`src/rtl/hf_blck_pkg.sv`:
```
// Shared types and widths for the hyperfabric block mover and its helpers.
package hf_blck_pkg;

   localparam int BLCK_ADDR_W    = 12;
   localparam int BLCK_CNT_W     = 6;
   localparam int BUF_ADDR_W     = BLCK_ADDR_W + 1;
   localparam int WORD_W         = 16;
   localparam int TIMEOUT_CYCLES = 255;

   localparam logic DIR_TO_DRAM   = 1'b0;
   localparam logic DIR_FROM_DRAM = 1'b1;

   typedef enum logic [2:0] {
      ST_IDLE,
      ST_BRD,
      ST_BWAIT,
      ST_MREQ,
      ST_BWR,
      ST_DONE
   } mover_state_e;

   // Word address inside the selected bank; the 12-bit offset wraps modulo 4096.
   function automatic logic [BUF_ADDR_W-1:0] buf_word_addr(
      input logic                  bank,
      input logic [BLCK_ADDR_W-1:0] start,
      input logic [BLCK_CNT_W-1:0]  idx
   );
      logic [BLCK_ADDR_W-1:0] ofs;
      ofs = start + {{(BLCK_ADDR_W-BLCK_CNT_W){1'b0}}, idx};
      return {bank, ofs};
   endfunction

endpackage

```
`src/rtl/hf_block_mover_if.sv`:
```
// Controller command, memory word port and section buffer signals of the block mover.
interface hf_block_mover_if;
   import hf_blck_pkg::*;

   logic                   BLCK_ISSUE;
   logic [BLCK_ADDR_W-1:0] BLCK_START;
   logic [BLCK_CNT_W-1:0]  BLCK_COUNT_REQ;
   logic [1:0]             BLCK_SECTION;
   logic                   BLCK_ABORT;
   logic                   BLCK_WORKING;
   logic [BLCK_CNT_W-1:0]  BLCK_COUNT_SENT;
   logic                   BLCK_IRQ;
   logic                   BLCK_ABRUPT_STOP;
   logic                   BLCK_FRDRAM_DEVERR;

   logic                   MEM_REQ;
   logic                   MEM_WE;
   logic [BLCK_CNT_W-1:0]  MEM_ADDR;
   logic [WORD_W-1:0]      MEM_WDATA;
   logic [WORD_W-1:0]      MEM_RDATA;
   logic                   MEM_ACK;
   logic                   MEM_ERR;

   logic [BUF_ADDR_W-1:0]  BUF_ADDR;
   logic                   BUF_RE;
   logic                   BUF_WE;
   logic [WORD_W-1:0]      BUF_RDATA;
   logic [WORD_W-1:0]      BUF_WDATA;

   modport master (
      output BLCK_ISSUE, BLCK_START, BLCK_COUNT_REQ, BLCK_SECTION, BLCK_ABORT,
      input  BLCK_WORKING, BLCK_COUNT_SENT, BLCK_IRQ, BLCK_ABRUPT_STOP, BLCK_FRDRAM_DEVERR,
      input  MEM_REQ, MEM_WE, MEM_ADDR, MEM_WDATA,
      output MEM_RDATA, MEM_ACK, MEM_ERR,
      input  BUF_ADDR, BUF_RE, BUF_WE, BUF_WDATA,
      output BUF_RDATA
   );

   modport slave (
      input  BLCK_ISSUE, BLCK_START, BLCK_COUNT_REQ, BLCK_SECTION, BLCK_ABORT,
      output BLCK_WORKING, BLCK_COUNT_SENT, BLCK_IRQ, BLCK_ABRUPT_STOP, BLCK_FRDRAM_DEVERR,
      output MEM_REQ, MEM_WE, MEM_ADDR, MEM_WDATA,
      input  MEM_RDATA, MEM_ACK, MEM_ERR,
      output BUF_ADDR, BUF_RE, BUF_WE, BUF_WDATA,
      input  BUF_RDATA
   );

endinterface

```
`src/rtl/hf_toggle_edge.sv`:
```
// Toggle-to-pulse detector; also used for the MCU refresh strobe.
// The history flop tracks the line even in reset so no false edge follows reset release.
module hf_toggle_edge (
   input  logic CLK,
   input  logic toggle_i,
   output logic pulse_o
);

   logic prev_q;

   always_ff @(posedge CLK) begin
      prev_q <= toggle_i;
   end

   assign pulse_o = toggle_i ^ prev_q;

endmodule

```
`src/rtl/hf_block_mover.sv`:
```
// Block mover: moves up to 63 words between the section buffer and the DRAM word port.
// Optional MEM_ACK watchdog built when HF_BLCK_MOVER_TIMEOUT_EN is defined.
//   state | meaning
//   IDLE  | waiting for an issue toggle
//   BRD   | buffer read issued for word i
//   BWAIT | buffer data returning, latched as write data
//   MREQ  | memory request outstanding
//   BWR   | fetched word written into the buffer
//   DONE  | one-cycle completion pulse, then IDLE
module hf_block_mover
   import hf_blck_pkg::*;
(
   input  logic            CLK,
   input  logic            RST,
   hf_block_mover_if.slave bus
);

   mover_state_e           state_q;
   logic [BLCK_ADDR_W-1:0] start_q;
   logic [BLCK_CNT_W-1:0]  count_q;
   logic                   dir_q;
   logic                   bank_q;
   logic [BLCK_CNT_W-1:0]  idx_q;
   logic [BLCK_CNT_W-1:0]  idx_d;
   logic [BLCK_CNT_W-1:0]  sent_q;
   logic                   working_q;
   logic                   irq_q;
   logic                   abrupt_q;
   logic                   deverr_q;
   logic                   mem_req_q;
   logic                   mem_we_q;
   logic [WORD_W-1:0]      mem_wdata_q;
   logic [BUF_ADDR_W-1:0]  buf_addr_q;
   logic                   buf_re_q;
   logic                   buf_we_q;
   logic [WORD_W-1:0]      buf_wdata_q;
   logic                   issue_pulse;
   logic                   timeout;

   hf_toggle_edge u_issue_edge (
      .CLK      (CLK),
      .toggle_i (bus.BLCK_ISSUE),
      .pulse_o  (issue_pulse)
   );

`ifdef HF_BLCK_MOVER_TIMEOUT_EN
   logic [7:0] wd_q;

   // Reloaded outside MREQ and on every ACK, so each word gets the full window.
   always_ff @(posedge CLK) begin
      if (!RST || state_q != ST_MREQ || bus.MEM_ACK) begin
         wd_q <= 8'(TIMEOUT_CYCLES - 1);
      end else if (wd_q != 8'd0) begin
         wd_q <= wd_q - 8'd1;
      end
   end

   assign timeout = (state_q == ST_MREQ) && (wd_q == 8'd0);
`else
   assign timeout = 1'b0;
`endif

   assign idx_d = idx_q + 1'b1;

   always_ff @(posedge CLK) begin
      if (!RST) begin
         state_q     <= ST_IDLE;
         start_q     <= '0;
         count_q     <= '0;
         dir_q       <= 1'b0;
         bank_q      <= 1'b0;
         idx_q       <= '0;
         sent_q      <= '0;
         working_q   <= 1'b0;
         irq_q       <= 1'b0;
         abrupt_q    <= 1'b0;
         deverr_q    <= 1'b0;
         mem_req_q   <= 1'b0;
         mem_we_q    <= 1'b0;
         mem_wdata_q <= '0;
         buf_addr_q  <= '0;
         buf_re_q    <= 1'b0;
         buf_we_q    <= 1'b0;
         buf_wdata_q <= '0;
      end else begin
         buf_re_q <= 1'b0;
         buf_we_q <= 1'b0;
         irq_q    <= 1'b0;
         unique case (state_q)
            ST_IDLE: begin
               if (issue_pulse) begin
                  start_q   <= bus.BLCK_START;
                  count_q   <= bus.BLCK_COUNT_REQ;
                  dir_q     <= bus.BLCK_SECTION[0];
                  bank_q    <= bus.BLCK_SECTION[1];
                  idx_q     <= '0;
                  sent_q    <= '0;
                  abrupt_q  <= 1'b0;
                  deverr_q  <= 1'b0;
                  working_q <= 1'b1;
                  if (bus.BLCK_COUNT_REQ == '0) begin
                     state_q <= ST_DONE;
                     irq_q   <= 1'b1;
                  end else if (bus.BLCK_SECTION[0] == DIR_TO_DRAM) begin
                     state_q    <= ST_BRD;
                     buf_re_q   <= 1'b1;
                     buf_addr_q <= buf_word_addr(bus.BLCK_SECTION[1], bus.BLCK_START, '0);
                  end else begin
                     state_q   <= ST_MREQ;
                     mem_req_q <= 1'b1;
                     mem_we_q  <= 1'b0;
                  end
               end
            end
            ST_BRD: begin
               if (bus.BLCK_ABORT) begin
                  abrupt_q <= 1'b1;
                  state_q  <= ST_DONE;
                  irq_q    <= 1'b1;
               end else begin
                  state_q <= ST_BWAIT;
               end
            end
            ST_BWAIT: begin
               mem_wdata_q <= bus.BUF_RDATA;
               if (bus.BLCK_ABORT) begin
                  abrupt_q <= 1'b1;
                  state_q  <= ST_DONE;
                  irq_q    <= 1'b1;
               end else begin
                  state_q   <= ST_MREQ;
                  mem_req_q <= 1'b1;
                  mem_we_q  <= 1'b1;
               end
            end
            ST_MREQ: begin
               if (bus.MEM_ACK) begin
                  mem_req_q <= 1'b0;
                  if (bus.MEM_ERR) begin
                     abrupt_q <= 1'b1;
                     if (dir_q == DIR_FROM_DRAM) deverr_q <= 1'b1;
                     state_q  <= ST_DONE;
                     irq_q    <= 1'b1;
                  end else begin
                     // An abort coinciding with ACK still lets this word count.
                     sent_q <= sent_q + 1'b1;
                     idx_q  <= idx_d;
                     if (bus.BLCK_ABORT) abrupt_q <= 1'b1;
                     if (dir_q == DIR_FROM_DRAM) begin
                        state_q     <= ST_BWR;
                        buf_we_q    <= 1'b1;
                        buf_wdata_q <= bus.MEM_RDATA;
                        buf_addr_q  <= buf_word_addr(bank_q, start_q, idx_q);
                     end else if (idx_d == count_q || bus.BLCK_ABORT) begin
                        state_q <= ST_DONE;
                        irq_q   <= 1'b1;
                     end else begin
                        state_q    <= ST_BRD;
                        buf_re_q   <= 1'b1;
                        buf_addr_q <= buf_word_addr(bank_q, start_q, idx_d);
                     end
                  end
               end else if (bus.BLCK_ABORT || timeout) begin
                  mem_req_q <= 1'b0;
                  abrupt_q  <= 1'b1;
                  state_q   <= ST_DONE;
                  irq_q     <= 1'b1;
               end
            end
            ST_BWR: begin
               if (bus.BLCK_ABORT) abrupt_q <= 1'b1;
               if (bus.BLCK_ABORT || abrupt_q || idx_q == count_q) begin
                  state_q <= ST_DONE;
                  irq_q   <= 1'b1;
               end else begin
                  state_q   <= ST_MREQ;
                  mem_req_q <= 1'b1;
                  mem_we_q  <= 1'b0;
               end
            end
            ST_DONE: begin
               state_q   <= ST_IDLE;
               working_q <= 1'b0;
            end
            default: begin
               state_q   <= ST_IDLE;
               working_q <= 1'b0;
               mem_req_q <= 1'b0;
            end
         endcase
      end
   end

   assign bus.BLCK_WORKING       = working_q;
   assign bus.BLCK_COUNT_SENT    = sent_q;
   assign bus.BLCK_IRQ           = irq_q;
   assign bus.BLCK_ABRUPT_STOP   = abrupt_q;
   assign bus.BLCK_FRDRAM_DEVERR = deverr_q;
   // Request is gated by reset so it drops without waiting for a clock edge.
   assign bus.MEM_REQ            = mem_req_q & RST;
   assign bus.MEM_WE             = mem_we_q;
   assign bus.MEM_ADDR           = idx_q;
   assign bus.MEM_WDATA          = mem_wdata_q;
   assign bus.BUF_ADDR           = buf_addr_q;
   assign bus.BUF_RE             = buf_re_q;
   assign bus.BUF_WE             = buf_we_q;
   assign bus.BUF_WDATA          = buf_wdata_q;

endmodule
```
`src/flat_wrapper.sv`:
```
// flat-port wrapper written by rule: the top's interface ports become plain ports
module hf_block_mover_flat import hf_blck_pkg::*;
  (CLK, RST, bus_BLCK_ISSUE, bus_BLCK_START, bus_BLCK_COUNT_REQ, bus_BLCK_SECTION, bus_BLCK_ABORT, bus_BLCK_WORKING, bus_BLCK_COUNT_SENT, bus_BLCK_IRQ, bus_BLCK_ABRUPT_STOP, bus_BLCK_FRDRAM_DEVERR, bus_MEM_REQ, bus_MEM_WE, bus_MEM_ADDR, bus_MEM_WDATA, bus_MEM_RDATA, bus_MEM_ACK, bus_MEM_ERR, bus_BUF_ADDR, bus_BUF_RE, bus_BUF_WE, bus_BUF_WDATA, bus_BUF_RDATA);
  hf_block_mover_if bus_i ();
  input  logic CLK;
  input  logic RST;
  input wire logic [$bits(bus_i.BLCK_ISSUE)-1:0] bus_BLCK_ISSUE;
  input wire logic [$bits(bus_i.BLCK_START)-1:0] bus_BLCK_START;
  input wire logic [$bits(bus_i.BLCK_COUNT_REQ)-1:0] bus_BLCK_COUNT_REQ;
  input wire logic [$bits(bus_i.BLCK_SECTION)-1:0] bus_BLCK_SECTION;
  input wire logic [$bits(bus_i.BLCK_ABORT)-1:0] bus_BLCK_ABORT;
  output wire logic [$bits(bus_i.BLCK_WORKING)-1:0] bus_BLCK_WORKING;
  output wire logic [$bits(bus_i.BLCK_COUNT_SENT)-1:0] bus_BLCK_COUNT_SENT;
  output wire logic [$bits(bus_i.BLCK_IRQ)-1:0] bus_BLCK_IRQ;
  output wire logic [$bits(bus_i.BLCK_ABRUPT_STOP)-1:0] bus_BLCK_ABRUPT_STOP;
  output wire logic [$bits(bus_i.BLCK_FRDRAM_DEVERR)-1:0] bus_BLCK_FRDRAM_DEVERR;
  output wire logic [$bits(bus_i.MEM_REQ)-1:0] bus_MEM_REQ;
  output wire logic [$bits(bus_i.MEM_WE)-1:0] bus_MEM_WE;
  output wire logic [$bits(bus_i.MEM_ADDR)-1:0] bus_MEM_ADDR;
  output wire logic [$bits(bus_i.MEM_WDATA)-1:0] bus_MEM_WDATA;
  input wire logic [$bits(bus_i.MEM_RDATA)-1:0] bus_MEM_RDATA;
  input wire logic [$bits(bus_i.MEM_ACK)-1:0] bus_MEM_ACK;
  input wire logic [$bits(bus_i.MEM_ERR)-1:0] bus_MEM_ERR;
  output wire logic [$bits(bus_i.BUF_ADDR)-1:0] bus_BUF_ADDR;
  output wire logic [$bits(bus_i.BUF_RE)-1:0] bus_BUF_RE;
  output wire logic [$bits(bus_i.BUF_WE)-1:0] bus_BUF_WE;
  output wire logic [$bits(bus_i.BUF_WDATA)-1:0] bus_BUF_WDATA;
  input wire logic [$bits(bus_i.BUF_RDATA)-1:0] bus_BUF_RDATA;
  assign bus_i.BLCK_ISSUE = bus_BLCK_ISSUE;
  assign bus_i.BLCK_START = bus_BLCK_START;
  assign bus_i.BLCK_COUNT_REQ = bus_BLCK_COUNT_REQ;
  assign bus_i.BLCK_SECTION = bus_BLCK_SECTION;
  assign bus_i.BLCK_ABORT = bus_BLCK_ABORT;
  assign bus_BLCK_WORKING = bus_i.BLCK_WORKING;
  assign bus_BLCK_COUNT_SENT = bus_i.BLCK_COUNT_SENT;
  assign bus_BLCK_IRQ = bus_i.BLCK_IRQ;
  assign bus_BLCK_ABRUPT_STOP = bus_i.BLCK_ABRUPT_STOP;
  assign bus_BLCK_FRDRAM_DEVERR = bus_i.BLCK_FRDRAM_DEVERR;
  assign bus_MEM_REQ = bus_i.MEM_REQ;
  assign bus_MEM_WE = bus_i.MEM_WE;
  assign bus_MEM_ADDR = bus_i.MEM_ADDR;
  assign bus_MEM_WDATA = bus_i.MEM_WDATA;
  assign bus_i.MEM_RDATA = bus_MEM_RDATA;
  assign bus_i.MEM_ACK = bus_MEM_ACK;
  assign bus_i.MEM_ERR = bus_MEM_ERR;
  assign bus_BUF_ADDR = bus_i.BUF_ADDR;
  assign bus_BUF_RE = bus_i.BUF_RE;
  assign bus_BUF_WE = bus_i.BUF_WE;
  assign bus_BUF_WDATA = bus_i.BUF_WDATA;
  assign bus_i.BUF_RDATA = bus_BUF_RDATA;
  hf_block_mover u_core (.CLK(CLK), .RST(RST), .bus(bus_i));
endmodule
```
`config.mk`:
```
export PLATFORM = sky130hd
export DESIGN_NAME = hf_block_mover_flat
export DESIGN_NICKNAME = d
export VERILOG_FILES = /design/src/rtl/hf_blck_pkg.sv /design/src/rtl/hf_block_mover_if.sv /design/src/rtl/hf_toggle_edge.sv /design/src/rtl/hf_block_mover.sv /design/src/flat_wrapper.sv
export SDC_FILE = /design/constraint.sdc
export NUM_CORES = 1
export LEC_CHECK = 0
export ABC_AREA = 1
export CAP_MARGIN = 20
export CORE_ASPECT_RATIO = 0.7
export CORE_UTILIZATION = 39
export DETAILED_ROUTE_END_ITERATION = 7
export GPL_ROUTABILITY_DRIVEN = 1
export GPL_TIMING_DRIVEN = 0
export PLACE_DENSITY = 0.76
export SKIP_LAST_GASP = 1
export SYNTH_ARGS = -nofsm -noshare
export SYNTH_HDL_FRONTEND = slang
export SYNTH_SLANG_ARGS = --single-unit
```
`constraint.sdc`:
```
create_clock -name CLK -period 3.1 [get_ports CLK]
set_input_delay 0.465 -clock CLK [delete_from_list [all_inputs] [get_ports CLK]]
set_output_delay 0.465 -clock CLK [all_outputs]
set_load 0.005 [all_outputs]
```
== Yosys cells after proc, flatten, opt, wreduce, memory -nomap -nowiden ==
Index checks and enable logic that the tools add are counted.
Cells by class
  reduce and logical (&&, ||, !) cells: 23
  equality and inequality tests: 19
  bitwise logic cells: 8
  add/sub/neg operators: 4
  mux-type cells: 69
Operators with widths (number)
  13-bit 2-to-1 mux: 7
  1-bit 2-to-1 mux: 35
  3-bit 2-to-1 mux: 10
  6-bit 2-to-1 mux: 5
  13-bit one-hot mux with 2 select lines: 1
  12-bit by 6-bit adder with 12-bit output: 2
  6-bit one-hot mux with 2 select lines: 2
  2-bit inequality test (second input constant): 8
  3-bit one-hot mux with 5 select lines: 1
  7-bit AND reduction: 2
  6-bit by 1-bit adder with 6-bit output (second input constant): 2
  6-bit == test: 2
  2-bit AND reduction: 4
  4-bit AND reduction: 2
  4-bit OR reduction: 2
  3-bit by 2-bit == test with 1-bit output (second input constant): 2
  3-bit == test (second input constant): 2
  6-bit logical NOT: 1
  1-bit NOT: 6
  1-bit one-hot mux with 2 select lines: 3
  1-bit one-hot mux with 3 select lines: 2
  6-bit AND reduction: 1
  3-bit nonzero test: 2
  1-bit one-hot mux with 5 select lines: 1
  14 further kinds: 18
Storage, ports and cells
  bits in registers: 89
  word-level logic and storage cells: 142
  input port bits: 58
  output and inout bits: 65

== Logic depth before layout (Yosys ltp) ==
Gate-level depths: netlist (run 1).
  depth after elaboration: 8
  mapped depth: 17
  gate-level depth less buffers: 16

== By module ==
Synthesis (run 1) repeated with hierarchy kept, for this count alone.
Unflattened totals
  cell total of the unflattened synthesis: 647
  area, all modules: 4354.2 um2
By module, submodules not included
  hf_block_mover: seq. area each 1761.7 um2, area an instance 4315.4 um2, cells an instance 641, times used 1
  hf_toggle_edge: seq. area each 20.0 um2, area an instance 38.8 um2, cells an instance 6, times used 1

== Worst setup path after synthesis (run 1) ==
Ideal clock, no wire load.
  path kind: reg2reg
  from: reg u_core.idx_q[1] (netlist: u_core.bus.MEM_ADDR[1])
  to: reg u_core.buf_addr_q[8] (netlist: u_core.bus.BUF_ADDR[8])
  data required time: 2.987 ns
  period minus slack after synthesis: 2.242 ns
  path buffers: 0
  library setup time: 0.113 ns
  data arrival time: 2.129 ns
  path slack: 0.858 ns
  stages on the path, launching flop included: 15
  path through: dfxtp_1 -> ha_1 -> nand3_1 -> xor2_1 -> o21ai_0 -> ha_1 -> nand2_1 -> nor2_1 -> nand2_1 -> nand3_1 -> nand3_1 -> xor2_1 -> nor2_1 -> nor2_1 -> nor2_1
On the way
  longest elaborated chain between the ends: 7
  elaborated cells between the ends (all ways): 12
  those cells by class: 3 x add/sub; 2 x eq/ne; 5 x mux; 2 x reduce/logical
RTL lines
  from (decl): RTL line hf_block_mover.sv:23  | logic [BLCK_CNT_W-1:0] idx_q;
  from (signal assigned): RTL line hf_block_mover.sv:147  | idx_q <= idx_d;
  6-bit by 1-bit adder with 6-bit output: RTL line hf_block_mover.sv:63  | assign idx_d = idx_q + 1'b1;
  12-bit by 6-bit adder with 12-bit output: RTL line hf_blck_pkg.sv:29  | ofs = start + {{(BLCK_ADDR_W-BLCK_CNT_W){1'b0}}, idx};
  13-bit 2-to-1 mux: RTL line hf_block_mover.sv:154  | end else if (idx_d == count_q || bus.BLCK_ABORT) begin
  13-bit 2-to-1 mux: RTL line hf_block_mover.sv:149  | if (dir_q == DIR_FROM_DRAM) begin
  13-bit 2-to-1 mux: RTL line hf_block_mover.sv:139  | if (bus.MEM_ERR) begin
  13-bit 2-to-1 mux: RTL line hf_block_mover.sv:137  | if (bus.MEM_ACK) begin
  13-bit one-hot mux with 2 select lines: RTL line hf_block_mover.sv:89  | unique case (state_q)
  to (signal assigned): RTL line hf_block_mover.sv:107  | buf_addr_q <= buf_word_addr(bus.BLCK_SECTION[1], bus.BLCK_START, '0);
  to (signal assigned): RTL line hf_block_mover.sv:153  | buf_addr_q <= buf_word_addr(bank_q, start_q, idx_q);
  to (signal assigned): RTL line hf_block_mover.sv:160  | buf_addr_q <= buf_word_addr(bank_q, start_q, idx_d);
  to (decl): RTL line hf_block_mover.sv:33  | logic [BUF_ADDR_W-1:0] buf_addr_q;
Several ways; a longest one is shown, not always the timed one. The select of a mux whose other input is x is not followed.
A chain may end at the register's enable or synchronous reset.

== Worst setup path after layout (run 1) ==
  from: reg u_core.idx_q[0] (netlist: u_core.bus.MEM_ADDR[0])
  to: reg u_core.buf_addr_q[9] (netlist: u_core.bus.BUF_ADDR[9])
The elaborated chain is that of the path after synthesis.

==> impl_summary.log, run 1 <==
INFO  metric design.final.nets = 847
INFO  metric met1_wire_length = 6140 microns
INFO  metric cts.hold.buffers_added = 0
INFO  metric peakVddDrop = 0.000422 V
INFO  metric detailroute.wirelength.met2 = 5500 microns
INFO  metric detailroute.wirelength.met3 = 1090 microns
INFO  metric synth-xor-area-share = 0.0282
INFO  metric post-cts-setup-buffers = 0
INFO  metric synth.yosys.seq_area_share = 0.409
INFO  metric synth-adder-area-share = 0.0276
INFO  metric fp.dieArea = 11600 sq um
INFO  metric crit_fanout = 6
INFO  metric hold_depth = 2
INFO  metric timing.critical_path.from_type = flop
INFO  metric cts.path.max_buffers = 2
INFO  metric core_area = 10600 sq um
INFO  metric cts.reportedPaths.clkPinSlew = 0.07 ns
INFO  metric fin_crit = 2.80 ns
INFO  metric grt_overflow = 0
INFO  metric hold_violations = 0
INFO  metric place.gp.congestion = 0.906
INFO  metric crit_path_end_kind = flop
INFO  metric synthesis.yosys.warnings = 0
INFO  metric worst-slew-pin-transition = 0.712 ns
INFO  metric per_cell_via_count_in_the_routed_design = 5.00
INFO  metric dpl.hpwl = 9870 microns
INFO  metric pin_count = 123
INFO  metric die-height = 90.4 microns
INFO  metric insertedDiodeCount = 0
INFO  metric power_per_cell_area = 824 nW/um^2
INFO  metric outcome = finished, final reports clean
INFO  metric track_usage = 0.231
INFO  metric drt_first_iter_violations = 347
INFO  metric synth.cell_area = 4360 sq um
INFO  metric root_buffer_selected_by_cts = sky130_fd_sc_hd__clkbuf_16
INFO  metric critPathArrivalTime = 3.07 ns
INFO  metric post_synth_most_frequent_cells = sky130_fd_sc_hd__nand2_1, sky130_fd_sc_hd__nor2_1, sky130_fd_sc_hd__dfxtp_1
INFO  metric totalWireLength = 12900 microns
INFO  metric yosys.area_share.simple = 0.338
INFO  metric power.static_leakage = 2.64 nW
INFO  metric yosys.cell_count.top_type = sky130_fd_sc_hd__nand2_1
INFO  metric synth.area.top_cells = sky130_fd_sc_hd__dfxtp_1, sky130_fd_sc_hd__nand2_1, sky130_fd_sc_hd__nor2_1, sky130_fd_sc_hd__o21ai_0, sky130_fd_sc_hd__nand3_1
INFO  metric h_tree_depth = 3
INFO  metric largest_family_of_logic_cells_by_synthesized_area = simple AND/OR/NAND/NOR gates
INFO  metric numClockSinks = 89
INFO  metric synth_enable_flop_cells = 0
INFO  metric filler_cell_count = 1010
INFO  metric slew_viol_final = 0
INFO  metric synth.distinct_cells = 34
INFO  metric critPathRequiredTime = 3.37 ns
INFO  metric fraction_of_the_mapped_netlist_area_in_compound_gates = 0.120
INFO  metric final.setup_skew = 0.0100 ns
INFO  metric rsz0062_at_grt = false
INFO  metric synth.largest_area_cell = sky130_fd_sc_hd__dfxtp_1
INFO  metric synth_flop_cell = sky130_fd_sc_hd__dfxtp_1
INFO  metric num_rows = 31
INFO  metric final_antenna_net_count = 0
INFO  metric period_share = 0.904
INFO  metric cap_viol_max_count = 0
INFO  metric drt_pre_antenna_iters = 5
INFO  metric holdWs = 0.456 ns
INFO  metric areaGrowthSynthToFinish = 39.9%
INFO  metric max_clock_freq = 0.357 GHz
INFO  metric number_of_drc_violations_after_detailed_routing = 0
INFO  metric syn_nets = 714
INFO  metric cts_tree = yes
INFO  metric port-buffer-count = 122
INFO  metric grt_start_max_net_pins = 15
INFO  metric cts_buffers = 9
INFO  metric synth-seq-cells = 89
INFO  metric post_synth_inst_count = 647
INFO  metric initial_antenna_violation_count = 0
INFO  metric setup.worst_path.class = flop to flop
INFO  metric floorplan.die.width = 128 microns
INFO  metric synth_top_cell_area_share = 0.409
INFO  metric postSynth.asyncResetShare = 0
INFO  metric power = 5.02 mW
INFO  metric grt_pass1_vias = 4311
INFO  metric starting_density_of_the_core = 0.411
INFO  metric post_route_cells_drive_above_1_share = 0.0421
INFO  metric worst_slew_margin_rel = 0.524
INFO  metric yosys-mux-area-fraction = 0
INFO  metric reg2regPathDepth = 14
INFO  metric cts-resized-gates = 0
INFO  metric synth_area_per_cell = 6.73 sq um
INFO  metric setup_tns = 0 ns
INFO  metric grt_first_pass_wirelength = 20900 microns
INFO  metric worstHoldPathType = flop to flop
INFO  metric route.top_layer_used = met4
INFO  metric vias = 4661
INFO  metric routed_wire_length_per_instance = 13.8 microns
INFO  metric setup_failing_eps_final = 0
INFO  metric clkLatencyLatePin = 0.34 ns
kinds of logic after synthesis:
family / count (synthesis)
AOI/OAI and AO/OA: 100
DFF: 89
adders and majority gates: 9
and+or+nand+nor: 348
xor gates and xnor gates: 14
buffers and inverters: 87
worst max-delay path, cell delays in order, from the launching register on:
cell and delay, ns:
sky130_fd_sc_hd__dfxtp_1 0.49, sky130_fd_sc_hd__ha_1 0.27, sky130_fd_sc_hd__nand3_1 0.16, sky130_fd_sc_hd__xor2_1 0.20
sky130_fd_sc_hd__o21ai_0 0.28, sky130_fd_sc_hd__ha_1 0.35, sky130_fd_sc_hd__nand2_1 0.09, sky130_fd_sc_hd__nand2_1 0.08
sky130_fd_sc_hd__a21boi_0 0.17, sky130_fd_sc_hd__nand2_1 0.16, sky130_fd_sc_hd__nand3_1 0.11, sky130_fd_sc_hd__nand3_1 0.08
sky130_fd_sc_hd__nand2_1 0.09, sky130_fd_sc_hd__nand3_1 0.06, sky130_fd_sc_hd__a21oi_1 0.14
path summary, 6_finish.rpt:
| path | from | endpoint | slack [ns] |
|---|---|---|---|
| worst max register to register | u_core.bus.MEM_ADDR[0] | u_core.bus.BUF_ADDR[9] | 0.30 |
| worst min register to register | u_core.start_q[0] | u_core.start_q[0] | 0.46 |
| worst max-delay path | u_core.bus.MEM_ADDR[0] | u_core.bus.BUF_ADDR[9] | 0.30 |
| worst min-delay path | u_core.start_q[0] | u_core.start_q[0] | 0.46 |
cells in the final DEF, fill, tap and decap left out, types with 2 or more instances in the layout:
master                            netlist  layout
sky130_fd_sc_hd__a21oi_1               24      24
sky130_fd_sc_hd__a31oi_1                2       2
sky130_fd_sc_hd__inv_1                 59      59
sky130_fd_sc_hd__o21ai_0               66      66
sky130_fd_sc_hd__dfxtp_1               89      89
sky130_fd_sc_hd__nand2_4                2       2
sky130_fd_sc_hd__clkbuf_16              0       9
sky130_fd_sc_hd__xor2_1                10      10
sky130_fd_sc_hd__clkinv_1               2       2
sky130_fd_sc_hd__nor2_1               126     126
sky130_fd_sc_hd__clkbuf_1              17      17
sky130_fd_sc_hd__clkdlybuf4s50_1        0     122
sky130_fd_sc_hd__xnor2_1                4       4
sky130_fd_sc_hd__nor3_1                 7       7
sky130_fd_sc_hd__nand3_1               54      54
sky130_fd_sc_hd__nand2_2                3       3
sky130_fd_sc_hd__nand2_1              144     144
sky130_fd_sc_hd__clkinv_2               0       2
sky130_fd_sc_hd__nor2_4                 2       2
sky130_fd_sc_hd__buf_2                  3       3
sky130_fd_sc_hd__nand4_1                4       4
sky130_fd_sc_hd__o22ai_1                3       3
sky130_fd_sc_hd__inv_2                  4       4
sky130_fd_sc_hd__nor3b_1                2       2
sky130_fd_sc_hd__bufinv_16              0       3
sky130_fd_sc_hd__ha_1                   8       8
metrics by stage:
step	cell area, sq um	instances	utilization	setup slack (ns)
global route	6090	932	0.576	0.00824
CTS	6090	932	0.576	0.343
floorplan	4360	647	-	0.858
global placement	5760	917	0.544	0.297
finish	6090	932	0.576	0.298
detailed placement	5760	917	0.544	0.229
routing by layer:
layer  track usage  vias to the layer above
met1         0.329                     2103
met5             0                        -
met3        0.0604                       15
met2         0.344                      210
li1              -                     2333
met4        0.0549                        0
state kept, by name (all words and copies together) (netlist names):
signal,cells
u_core.u_issue_edge.prev_q,1
u_core.bank_q,1
u_core.bus.MEM_ADDR,6
u_core.bus.BLCK_FRDRAM_DEVERR,1
u_core.count_q,6
u_core.state_q,3
u_core.bus.BLCK_ABRUPT_STOP,1
u_core.bus.BUF_ADDR,13
u_core.start_q,12
u_core.bus.BUF_RE,1
u_core.bus.MEM_WE,1
u_core.bus.BUF_WE,1
u_core.bus.BLCK_WORKING,1
u_core.dir_q,1
u_core.mem_req_q,1
u_core.bus.BLCK_COUNT_SENT,6
u_core.bus.MEM_WDATA,16
u_core.bus.BUF_WDATA,16
u_core.bus.BLCK_IRQ,1
power by group:
group | internal, mW | switching, mW
clock | 0.780 | 0.446
sequential | 1.43 | 0.228
combinational | 0.933 | 1.21
total | 3.14 | 1.88
area by class of cell:
cell class | count | area [sq um] | share of cell area
inverter | 65 | 244 | 0.0400
clock buffer | 9 | 225 | 0.0370
sequential | 89 | 1780 | 0.292
buffer | 22 | 93.8 | 0.0154
multi-input combinational | 471 | 2240 | 0.367
tap | 148 | 185 | 0.0304
clock inverter | 6 | 108 | 0.0177
timing repair buffer | 122 | 1220 | 0.200
Power figures use the tool's default switching activity.
==> run 2, diff against run 1 <==
--- a/config.mk
+++ b/config.mk
@@ -8,11 +8,11 @@
 export ABC_AREA = 1
 export CAP_MARGIN = 20
 export CORE_ASPECT_RATIO = 0.7
-export CORE_UTILIZATION = 39
+export CORE_UTILIZATION = 35
 export DETAILED_ROUTE_END_ITERATION = 7
 export GPL_ROUTABILITY_DRIVEN = 1
 export GPL_TIMING_DRIVEN = 0
-export PLACE_DENSITY = 0.76
+export PLACE_DENSITY = 0.71
 export SKIP_LAST_GASP = 1
 export SYNTH_ARGS = -nofsm -noshare
 export SYNTH_HDL_FRONTEND = slang
==> impl_summary.log, run 2 (synthesis gave the netlist of run 1 again) <==
INFO  metric fin_crit = 2.70 ns
INFO  metric place.gp.congestion = 0.893
INFO  metric drt_pre_antenna_iters = 5
INFO  metric insertedDiodeCount = 0
INFO  metric rsz0062_at_grt = false
INFO  metric initial_antenna_violation_count = 0
INFO  metric grt_pass1_vias = 3972
INFO  metric outcome = finished, final reports clean
INFO  metric cts.hold.buffers_added = 0
INFO  metric final.setup_skew = 0.00674 ns
INFO  metric post_place_setup_slack = 0.185 ns
INFO  metric clkLatencyLatePin = 0.34 ns
INFO  metric post-cts-setup-buffers = 0
INFO  metric floorplan.die.width = 135 microns
INFO  metric fp.dieArea = 12900 sq um
INFO  metric pin_count = 123
INFO  metric cap_viol_max_count = 0
INFO  metric cts_buffers = 9
INFO  metric p_sw = 1.87 mW
INFO  metric power.static_leakage = 2.61 nW
INFO  metric register_to_register_setup_slack = 0.40 ns
INFO  metric worstHoldStart = u_core.start_q[0]
INFO  metric cp_slowest_stage_delay = 0.46 ns
INFO  metric power.share.switching = 0.392
INFO  metric number_of_drc_violations_after_detailed_routing = 0
INFO  metric totalWireLength = 12600 microns
INFO  metric power_per_cell_area = 791 nW/um^2
INFO  metric pwr-share-comb = 0.446
INFO  metric post_route_cells_drive_above_1_share = 0.0395
INFO  metric worstReg2RegEnd = u_core.bus.BUF_ADDR[9]
INFO  metric starting_density_of_the_core = 0.365
INFO  metric power_report.internal_total = 2.90 mW
INFO  metric cts.reportedPaths.clkPinSlew = 0.06 ns
INFO  metric peakVddDrop = 0.000403 V
INFO  metric per_cell_via_count_in_the_routed_design = 4.82
INFO  metric final_cell_mix = sky130_fd_sc_hd__nand2_1, sky130_fd_sc_hd__nor2_1, sky130_fd_sc_hd__clkdlybuf4s50_1, sky130_fd_sc_hd__dfxtp_1, sky130_fd_sc_hd__o21ai_0
INFO  metric cts.path.max_buffers = 2
INFO  metric worst-slew-pin-transition = 0.689 ns
INFO  metric root_buffer_selected_by_cts = sky130_fd_sc_hd__clkbuf_16
INFO  metric multi_input_area = 2240 sq um
INFO  metric setup_ws = 0.397 ns
INFO  metric routed_wire_length_per_instance = 13.4 microns
INFO  metric timing.critical_path.from_type = flop
INFO  metric reg2regPathDepth = 14
INFO  metric filler_cell_count = 1210
INFO  metric path_cells = ha_1, nand3_1, xor2_1, o21ai_0, ha_1, nand2_1, nand2_1, a21boi_0, nand2_1, nand3_1, nand3_1, nand2_1, nand3_1, a21oi_1
INFO  metric grt_first_pass_wirelength = 19900 microns
INFO  metric grt_start_max_net_pins = 15
INFO  metric commonest_non_fill_non_tap_cell_in_the_layout = sky130_fd_sc_hd__nand2_1
INFO  metric setup_tns = 0 ns
INFO  metric hold_depth = 2
INFO  metric numClockSinks = 89
INFO  metric setup.worst_path.class = flop to flop
INFO  metric worst_slew_margin_rel = 0.539
INFO  metric cts-resized-gates = 0
INFO  metric hold_path_end = u_core.start_q[0]
INFO  metric h_tree_depth = 3
INFO  metric power.share.sequential = 0.345
INFO  metric clkPwrFrac = 0.210
INFO  metric slew_viol_final = 0
INFO  metric vias = 4541
INFO  metric critPathRequiredTime = 3.38 ns
INFO  metric area.sequential = 1780 sq um
INFO  metric core_area = 11900 sq um
INFO  metric hold_violations = 0
INFO  metric grt_overflow = 0
INFO  metric beginning_of_the_worst_register_to_register_path = u_core.bus.MEM_ADDR[0]
INFO  metric setup_failing_eps_final = 0
INFO  metric areaGrowthSynthToFinish = 38.7%
INFO  metric track_usage = 0.200
INFO  metric die-height = 95.3 microns
INFO  metric max_clock_freq = 0.370 GHz
INFO  metric cp_slowest_cell = sky130_fd_sc_hd__dfxtp_1
INFO  metric final_antenna_net_count = 0
INFO  metric crit_fanout = 6
INFO  metric crit_path_end_kind = flop
INFO  metric post-route-util = 0.506
INFO  metric critPathArrivalTime = 2.98 ns
INFO  metric period_share = 0.872
INFO  metric dpl.hpwl = 9500 microns
INFO  metric port-buffer-count = 122
INFO  metric drt_first_iter_violations = 335
INFO  metric num_rows = 33
INFO  metric worstHoldPathType = flop to flop
INFO  metric cts_tree = yes
INFO  metric design.final.nets = 847
-- run 2: layout make-up --
class / instances / area share
plain buffers: 22 / 0.0155
clock buffers: 12 / 0.0392
clock inverters: 4 / 0.00497
inverters: 65 / 0.0404
multi-input cells: 471 / 0.370
flip-flops and latches: 89 / 0.295
well taps: 157 / 0.0325
repair buffers: 122 / 0.202
-- run 2: worst max-delay path: cells and delay by family, from the launching register on --
family          cells  cell delay, ns
xor+xnor            1            0.18
simple gates        8            0.85
flops               1            0.46
fa+ha+maj           2            0.60
compound gates      3            0.54
-- run 2: how the worst max path moves through the flow --
stage | start | end | slack (ns) | cells after the start
after global routing | u_core.bus.MEM_ADDR[0] | u_core.bus.BUF_ADDR[9] | 0.07 | 14
after global placement | bus_BLCK_ISSUE | u_core.start_q[10] | 0.22 | 8
after CTS | u_core.bus.MEM_ADDR[0] | u_core.bus.BUF_ADDR[9] | 0.42 | 14
after detailed placement | bus_BLCK_ISSUE | u_core.count_q[2] | 0.19 | 8
after floorplan | u_core.bus.MEM_ADDR[1] | u_core.bus.BUF_ADDR[8] | 0.86 | 14
final | u_core.bus.MEM_ADDR[0] | u_core.bus.BUF_ADDR[9] | 0.40 | 14
-- run 2: stage by stage --
stage               area (sq um)  instances  hold WS, ns  power, mW
floorplan                   4360        647        0.425       2.91
global placement            5770        926        0.442       3.75
detailed placement          5770        926        0.445       3.78
CTS                         6040        942        0.458       4.79
global route                6040        942        0.472       5.13
finish                      6040        942        0.460       4.78
-- run 2: metal layers --
metal | global-route usage | routed length, microns
met5 | 0 | 0
met4 | 0.0440 | 111
met3 | 0.0627 | 1070
met2 | 0.280 | 5070
met1 | 0.294 | 6370
-- run 2: power by group through the flow --
| stage | logic, mW | registers [mW] | clock network, mW |
|---|---|---|---|
| after global placement | 2.08 | 1.66 | 0 |
| after detailed placement | 2.11 | 1.67 | 0 |
| final | 2.13 | 1.65 | 1.00 |
| after global routing | 2.38 | 1.69 | 1.07 |
| after floorplan | 1.27 | 1.65 | 0 |
| after CTS | 2.12 | 1.64 | 1.02 |
==> run 3, diff against run 2 <==
--- a/config.mk
+++ b/config.mk
@@ -7,7 +7,6 @@
 export LEC_CHECK = 0
 export ABC_AREA = 1
 export CAP_MARGIN = 20
-export CORE_ASPECT_RATIO = 0.7
 export CORE_UTILIZATION = 35
 export DETAILED_ROUTE_END_ITERATION = 7
 export GPL_ROUTABILITY_DRIVEN = 1
==> impl_summary.log, run 3 (synthesis gave the netlist of run 1 again) <==
INFO  metric outcome = finished, final reports clean
INFO  metric cts-resized-gates = 0
INFO  metric cap_viol_max_count = 0
INFO  metric final_cell_mix = sky130_fd_sc_hd__nand2_1, sky130_fd_sc_hd__nor2_1, sky130_fd_sc_hd__clkdlybuf4s50_1, sky130_fd_sc_hd__dfxtp_1, sky130_fd_sc_hd__o21ai_0
INFO  metric per_cell_via_count_in_the_routed_design = 4.79
INFO  metric final.setup_skew = 0.00648 ns
INFO  metric die-height = 114 microns
INFO  metric final_design_area_no_fill = 6070 sq um
INFO  metric timing.critical_path.from_type = flop
INFO  metric insertedDiodeCount = 0
INFO  metric pin_count = 123
INFO  metric place.gp.congestion = 0.900
INFO  metric vias = 4563
INFO  metric drt_pre_antenna_iters = 5
INFO  metric cts.hold.buffers_added = 0
INFO  metric crit_fanout = 6
INFO  metric rsz0062_at_grt = false
INFO  metric totalWireLength = 12600 microns
INFO  metric detailed_place.area = 5790 sq um
INFO  metric design.final.nets = 847
INFO  metric setup_tns = 0 ns
INFO  metric critPathRequiredTime = 3.38 ns
INFO  metric commonest_non_fill_non_tap_cell_in_the_layout = sky130_fd_sc_hd__nand2_1
INFO  metric grt_overflow = 0
INFO  metric cts_buffers = 9
INFO  metric post-route-util = 0.503
INFO  metric grt_pass1_vias = 4110
INFO  metric holdWs = 0.457 ns
INFO  metric post_route_cells_drive_above_1_share = 0.0433
INFO  metric final_antenna_net_count = 0
INFO  metric numClockSinks = 89
INFO  metric worst_slew_margin_rel = 0.564
INFO  metric critPathArrivalTime = 2.98 ns
INFO  metric initial_antenna_violation_count = 0
INFO  metric dpl.hpwl = 9240 microns
INFO  metric port-buffer-count = 122
INFO  metric grt_start_max_net_pins = 16
INFO  metric slew_viol_final = 0
INFO  metric filler_cell_count = 1213
INFO  metric routed_wire_length_per_instance = 13.3 microns
INFO  metric setup.worst_path.class = flop to flop
INFO  metric hold_violations = 0
INFO  metric power = 4.81 mW
INFO  metric starting_density_of_the_core = 0.361
INFO  metric cts_tree = yes
INFO  metric clkLatencyLatePin = 0.35 ns
INFO  metric track_usage = 0.199
INFO  metric root_buffer_selected_by_cts = sky130_fd_sc_hd__clkbuf_16
INFO  metric areaGrowthSynthToFinish = 39.3%
INFO  metric drt_first_iter_violations = 325
INFO  metric worst-slew-pin-transition = 0.653 ns
INFO  metric max_clock_freq = 0.371 GHz
INFO  metric fin_crit = 2.69 ns
INFO  metric power_per_cell_area = 793 nW/um^2
INFO  metric period_share = 0.869
INFO  metric fp.dieArea = 12900 sq um
INFO  metric cts.path.max_buffers = 2
INFO  metric number_of_drc_violations_after_detailed_routing = 0
INFO  metric cts.reportedPaths.clkPinSlew = 0.07 ns
INFO  metric power.static_leakage = 2.61 nW
INFO  metric worstHoldPathType = flop to flop
INFO  metric floorplan.die.width = 114 microns
INFO  metric grt_first_pass_wirelength = 20000 microns
INFO  metric h_tree_depth = 3
INFO  metric post-cts-setup-buffers = 0
INFO  metric setup_failing_eps_final = 0
INFO  metric num_rows = 40
INFO  metric peakVddDrop = 0.000271 V
INFO  metric core_area = 12100 sq um
INFO  metric crit_path_end_kind = flop
run 3: final timing paths:
kind | startpoint | end | depth (start not counted) | slack (ns)
worst min-delay path | u_core.start_q[2] | u_core.start_q[2] | 2 | 0.46
worst max-delay path | u_core.bus.MEM_ADDR[1] | u_core.bus.BUF_ADDR[9] | 14 | 0.41
worst max register to register | u_core.bus.MEM_ADDR[1] | u_core.bus.BUF_ADDR[9] | 14 | 0.41
worst min register to register | u_core.start_q[2] | u_core.start_q[2] | 2 | 0.46
run 3: power by group:
part	internal, mW	switching, mW
clock	0.566	0.481
combinational	0.935	1.18
sequential	1.43	0.224
total	2.93	1.88
run 3: worst max-delay path: stages (launching register included):
cell	delay, ns
sky130_fd_sc_hd__dfxtp_1	0.48
sky130_fd_sc_hd__ha_1	0.29
sky130_fd_sc_hd__nand3_1	0.15
sky130_fd_sc_hd__xor2_1	0.24
sky130_fd_sc_hd__o21ai_0	0.13
sky130_fd_sc_hd__ha_1	0.37
sky130_fd_sc_hd__nand2_1	0.09
sky130_fd_sc_hd__nand2_1	0.08
sky130_fd_sc_hd__a21boi_0	0.17
sky130_fd_sc_hd__nand2_1	0.15
sky130_fd_sc_hd__nand3_1	0.10
sky130_fd_sc_hd__nand3_1	0.09
sky130_fd_sc_hd__nand2_1	0.10
sky130_fd_sc_hd__nand3_1	0.06
sky130_fd_sc_hd__a21oi_1	0.15
run 3: per-stage QoR:
| step | setup WS (ns) | instances |
|---|---|---|
| after floorplan | 0.858 | 647 |
| after global placement | 0.318 | 937 |
| after detailed placement | 0.267 | 937 |
| after CTS | 0.404 | 953 |
| after global routing | 0.120 | 953 |
| final | 0.407 | 953 |
run 3: area by class of cell:
class | count | area, sq um | area share
multi-input combinational | 471 | 2240 | 0.368
sequential | 89 | 1780 | 0.294
timing repair buffer | 122 | 1220 | 0.201
inverter | 65 | 244 | 0.0402
clock buffer | 10 | 239 | 0.0394
tap | 168 | 210 | 0.0346
buffer | 22 | 93.8 | 0.0155
clock inverter | 6 | 42.5 | 0.00701
run 3: metal layers:
metal	wire [microns]	GRT usage
met1	5820	0.260
met4	257	0.0842
met5	0	0
met2	5820	0.322
met3	731	0.0388
